==> config.mk <==
export PLATFORM = sky130hd
export DESIGN_NAME = fetch_pc_unit
export DESIGN_NICKNAME = d
export VERILOG_FILES = /design/src/rtl/fetch_pc_unit.sv
export SDC_FILE = /design/constraint.sdc
export NUM_CORES = 1
export LEC_CHECK = 0
export ABC_CLOCK_PERIOD_IN_PS = 3800
export CAP_MARGIN = 20
export CORE_UTILIZATION = 32
export CTS_BUF_LIST = sky130_fd_sc_hd__clkbuf_8
export DETAILED_ROUTE_END_ITERATION = 8
export GPL_TIMING_DRIVEN = 0
export PLACE_DENSITY = 0.69
export SYNTH_ARGS = -nofsm -noshare
export SYNTH_HDL_FRONTEND = slang
export SYNTH_SLANG_ARGS = --single-unit
==> constraint.sdc <==
create_clock -name i_clk -period 3.8 [get_ports i_clk]
set_clock_uncertainty 0.2 [all_clocks]
set_input_delay 0.76 -clock i_clk [delete_from_list [all_inputs] [get_ports i_clk]]
set_output_delay 0.76 -clock i_clk [all_outputs]
set_load 0.02 [all_outputs]
==> src/rtl/fetch_pc_unit.sv <==
// Fetch-stage PC register, synchronous-read instruction memory drive and F/D capture.
// Optional performance counters are built when FETCH_PERF_CNT_EN is defined.
module fetch_pc_unit #(
    parameter logic [31:0] RESET_PC = 32'h4000_0000,
    parameter logic [31:0] NOP_INST = 32'h0000_0013
) (
    input  logic        i_clk,
    input  logic        i_rst,
    input  logic [31:0] i_next_pc,
    input  logic        i_redirect,
    input  logic        i_stall,
    output logic [31:0] o_imem_addr,
    output logic        o_imem_en,
    input  logic [31:0] i_imem_dout,
    output logic [31:0] o_pc,
    output logic [31:0] o_pc_fd,
    output logic [31:0] o_inst_fd,
    output logic        o_valid_fd,
    output logic [31:0] o_fetch_cnt,
    output logic [31:0] o_bubble_cnt
);

    typedef enum logic [1:0] {
        S_BOOT  = 2'd0,
        S_RUN   = 2'd1,
        S_HOLD  = 2'd2,
        S_FLUSH = 2'd3
    } state_t;

    state_t      r_state;
    logic        r_valid_fd;
    logic        r_imem_en;
    logic [31:0] r_pc;
    logic [31:0] r_pc_fd;
    logic [31:0] r_hold;
    logic [31:0] w_next_pc_al;
    logic        w_advance;

    assign w_next_pc_al = i_next_pc & 32'hFFFF_FFFC;
    assign w_advance    = i_redirect | ~i_stall;

    // The read enable is registered from the next state: the edge that enters HOLD
    // still reads pc, so the memory already holds the instruction needed on release.
    always_ff @(posedge i_clk) begin
        if (i_rst) begin
            r_state    <= S_BOOT;
            r_valid_fd <= 1'b0;
            r_imem_en  <= 1'b1;
        end else begin
            case (r_state)
                S_BOOT, S_RUN, S_FLUSH: begin
                    if (i_redirect) begin
                        r_state    <= S_FLUSH;
                        r_valid_fd <= 1'b0;
                        r_imem_en  <= 1'b1;
                    end else if (i_stall) begin
                        r_state    <= S_HOLD;
                        r_valid_fd <= (r_state == S_RUN);
                        r_imem_en  <= 1'b0;
                    end else begin
                        r_state    <= S_RUN;
                        r_valid_fd <= 1'b1;
                        r_imem_en  <= 1'b1;
                    end
                end
                S_HOLD: begin
                    if (i_redirect) begin
                        r_state    <= S_FLUSH;
                        r_valid_fd <= 1'b0;
                        r_imem_en  <= 1'b1;
                    end else if (!i_stall) begin
                        r_state    <= S_RUN;
                        r_valid_fd <= 1'b1;
                        r_imem_en  <= 1'b1;
                    end
                end
                default: begin
                    r_state    <= S_BOOT;
                    r_valid_fd <= 1'b0;
                    r_imem_en  <= 1'b1;
                end
            endcase
        end
    end

    // F/D instruction is captured on HOLD entry, before the memory moves on.
    always_ff @(posedge i_clk) begin
        if (i_rst) begin
            r_pc    <= RESET_PC;
            r_pc_fd <= 32'h0;
            r_hold  <= NOP_INST;
        end else if (w_advance) begin
            r_pc    <= w_next_pc_al;
            r_pc_fd <= r_pc;
        end else if (r_state != S_HOLD) begin
            r_hold  <= i_imem_dout;
        end
    end

    assign o_pc        = r_pc;
    assign o_imem_addr = r_pc;
    assign o_imem_en   = r_imem_en;
    assign o_pc_fd     = r_pc_fd;
    assign o_valid_fd  = r_valid_fd;
    assign o_inst_fd   = !r_valid_fd         ? NOP_INST :
                         (r_state == S_HOLD) ? r_hold   : i_imem_dout;

`ifdef FETCH_PERF_CNT_EN
    logic [31:0] r_fetch_cnt;
    logic [31:0] r_bubble_cnt;

    always_ff @(posedge i_clk) begin
        if (i_rst) begin
            r_fetch_cnt  <= 32'h0;
            r_bubble_cnt <= 32'h0;
        end else begin
            if (r_valid_fd && w_advance)
                r_fetch_cnt  <= r_fetch_cnt + 32'd1;
            if (!r_valid_fd)
                r_bubble_cnt <= r_bubble_cnt + 32'd1;
        end
    end

    assign o_fetch_cnt  = r_fetch_cnt;
    assign o_bubble_cnt = r_bubble_cnt;
`else
    assign o_fetch_cnt  = 32'h0;
    assign o_bubble_cnt = 32'h0;
`endif

endmodule

After elaboration in Yosys (flattened, before gate mapping)
Cells that the tools add are included.
Widths: inputs -> output; s select.
Storage, ports and cells
  register bits: 96
  input port bits: 68
  output and inout bits: 194
  word-level logic and storage cells: 33
Cells by class
  equality and inequality tests: 5
  muxes and demuxes: 16
  bitwise gates (word level): 3
  reductions and logical operators: 3
Operators by type and width (count)
  $mux 32: 2
  $mux 2: 4
  $mux 1: 7
  $eq 2x2->1 const B: 2
  $pmux 1 s2: 2
  $pmux 2 s2: 1
  $ne 3x3->1 const B: 1
  $reduce_or 3->1: 1
  $eq 2x1->1 const B: 1
  $logic_not 2->1: 1
  $ne 2x2->1 const B: 1
  $not 1->1: 2
  $reduce_and 2->1: 1
  $or 1x1->1: 1

Depth between registers and ports, before layout
Gate-level depths: netlist (run 1).
  word-level depth: 4
  depth in mapped cells: 6
  mapped depth without buffers: 3

Worst setup path after synthesis (run 1)
OpenSTA, ideal clock, no wires.
  path type: flip-flop to output port
  start point: reg r_state[1]
  end point: out o_inst_fd[10]
  arrival time: 1.441 ns
  data required time: 2.840 ns
  path slack: 1.399 ns
  stages on the path, launching flop included: 7
  path buffers: 3
  cell sequence: dfxtp_1 > nor2b_4 > buf_6 > buf_6 > buf_2 > nand2_1 > a21boi_0
On the way
  word-level cells in the longest chain between the ends: 3
Ends and longest elaborated chain
  start: declaration: line 30  | state_t r_state;
  start signal: assignment: line 46  | r_state <= S_BOOT;
  start signal: assignment: line 53  | r_state <= S_FLUSH;
  start signal: assignment: line 57  | r_state <= S_HOLD;
  $eq 2x2->1: line 106  | (r_state == S_HOLD) ? r_hold : i_imem_dout;
  $mux 32: line 106
  $mux 32: line 105  | assign o_inst_fd = !r_valid_fd ? NOP_INST :
  end: declaration: line 17  | output logic [31:0] o_inst_fd,
Every way passes these cells.

Final worst setup path (run 1)
  start point: reg r_state[0]
  end point: out o_inst_fd[21]
The elaborated chain is that of the path after synthesis.

==> run summary, run 1 <==
status: finished, final reports clean
setup violation total in the final timing report: 0
Mean Syn Cell Area: 9.19 um^2
Area Growth Syn to Fin: 56.1%
most frequent cells in the layout: clkdlybuf4s50_1 (189), buf_4 (100), dfxtp_1 (96), conb_1 (70), nand2_1 (67)
fmax: 295 MHz
Startpoint Class: flip-flop
initial antenna violation count: 0
n_diodes: 0
post-synthesis register bit count: 96
Final ANT Viol Nets: 0
Place WS: 0.646 ns
CTS Hold Bufs: 0
Final HPWL DP: 10.1 mm
Worst path slowest cell: clkdlybuf4s50_1
Netlist cell types: 23
vias in the first global route: 4002
Ys Warns: 0
worst hold path type: reg2reg
Final Hold Viols: 0
I/O pin cnt: 262
sequence of cells on the critical path: nand2b_1 -> clkbuf_1 -> nand2_1 -> a21boi_0 -> clkdlybuf4s50_1
clk_lat worst skew: 0.37 ns
Final Util: 51.7%
largest net degree at the start of global routing: 20
Critical Path AT: 2.43 ns
Leak Pwr: 3.05 nW
fraction of layout cells with a size suffix above 1: 18.5%
critical path's largest stage delay: 0.64 ns
Post-CTS Resized: 0
Post-CTS Setup Inserts: 0
Synth area leaders: dfxtp_1 (42%), buf_4 (16%), a22o_1 (11%), or3b_1 (5.5%), nand2_1 (5.4%)
drt via density: 4.44
clock root cell: clkbuf_8
CP endpoint kind: primary output
first-pass iteration count of the detailed router: 4
Die Wd: 122 um
CTS sink cnt: 96
clock tree buffer depth: 2
num rows: 43
routed len/inst: 14.0 um
Power, Total: 2.47 mW
post-synthesis sequential area ratio: 41.5%
Final Cycle Share: 89.3%
Starting Density: 33.1%
post-route insts no fill: 958
Placement Cell Area: 0.00701 mm^2
fin crit period: 3.39 ns
Slew Viols, Final: 0
Max-Cap Viols: 0
delay-heaviest family, CP: buffers and inverters
worst reg2reg startpoint: r_state[0]
Worst slew margin: 64.4%
Sum Neg Setup Slack: 0 ns
grt ovf: 0
post-synthesis cell count: 504
vias: 4251
commonest non-fill, non-tap cell in the layout: clkdlybuf4s50_1
Total GRT Usage: 17.3%
H-Tree Depth: 3
launch point of the worst path: r_state[0]
Min-Delay Startpoint: o_pc_fd[21]
final instance area: 0.00723 mm^2
PortBufs: 189
critical path peak fanout: 10
clock transition at the registers of the reported paths: 0.11 ns
CTS tree: built
RSZ-0062 raised after global routing: false
VDD IR max: 0.246 mV
first-pass GRT wire length: 20.4 mm
post-synth top area cell: dfxtp_1
Post-Place Cells: 942
Pwr per Cell Area: 342 mW/mm^2
Iteration-0 DRC Markers: 146
Post-Syn Area: 0.00463 mm^2
Die H: 122 um
Inserted Clock Buffers: 9
Slew @ Worst Pin: 0.534 ns
Total Nets Final: 841
Remaining DRCs: 0
core area: 0.0140 mm^2
PnR worst setup slack: 0.405 ns
Yosys top cell area share: 41.5%
drt total wl: 13.4 mm
Die Area: 0.0150 mm^2
Worst Path Required: 2.84 ns
GP Congestion: 0.736
Crit Path Class: reg2out
Min Hold Slack: 0.283 ns
WP buf/inv: 2
power breakdown:
part	internal, mW	switching (mW)	total (mW)	leakage, nW
Combinational	0.323	0.308	0.631	2.15
Sequential	1.06	0.0429	1.10	0.789
Clock	0.327	0.410	0.738	0.113
state kept, by name (all words and copies together), names as in the netlist:
| name | flops |
|---|---|
| o_imem_addr | 30 |
| r_state | 2 |
| o_valid_fd | 1 |
| o_imem_en | 1 |
| r_hold | 32 |
| o_pc_fd | 30 |
Yosys cell counts (all sizes together):
cell and count:
a21boi 29, a21oi 30, a22o 59, a311oi 1, buf 129, clkbuf 11
conb 1, dfxtp 96, inv 1, mux2i 3, nand2 67, nand2b 3
nand3 3, nor2 10, nor2b 2, nor3 1, o21ai 29, or3b 29
cell type report:
cell class                 instances  area [um^2]
sequential                        96         1920
tap                              180          225
fill                            1294         6760
buffer                           140         1030
inverter                           1         3.75
multi-input combinational        336         1940
timing repair buffer             189         1890
clock buffer                       9          124
clock inverter                     7         97.6
cells by family after synthesis:
group | count (synthesis) | synth area share [%]
compound gates | 148 | 22.4
flops | 96 | 41.5
mux | 3 | 0.649
simple gates | 115 | 13.1
buf+inv | 141 | 22.3
other cells | 1 | 0.0810
final timing paths:
check	to	slack (ns)	cells past startpoint
max reg2reg	r_hold[28]	2.24	5
min reg2reg	o_pc_fd[21]	0.28	1
min	o_pc_fd[21]	0.28	1
max	o_inst_fd[21]	0.41	5
layer usage:
layer	share of wire, %	track usage, %	up-vias	wire, um
li1	-	-	2113	-
met2	49	29.1	142	6600
met4	1.5	6.48	0	199
met3	4.9	2.51	14	659
met5	0	0	-	0
met1	44	22.3	1982	5910
Note: power is estimated with default switching activity, not from simulation.
==> inputs of run 2 (changes only) <==
Settings changed: CTS_CLUSTER_SIZE set to 28.
==> results of run 2 <==
No change in the layout: final DEF, timing and power equal those of run 1.
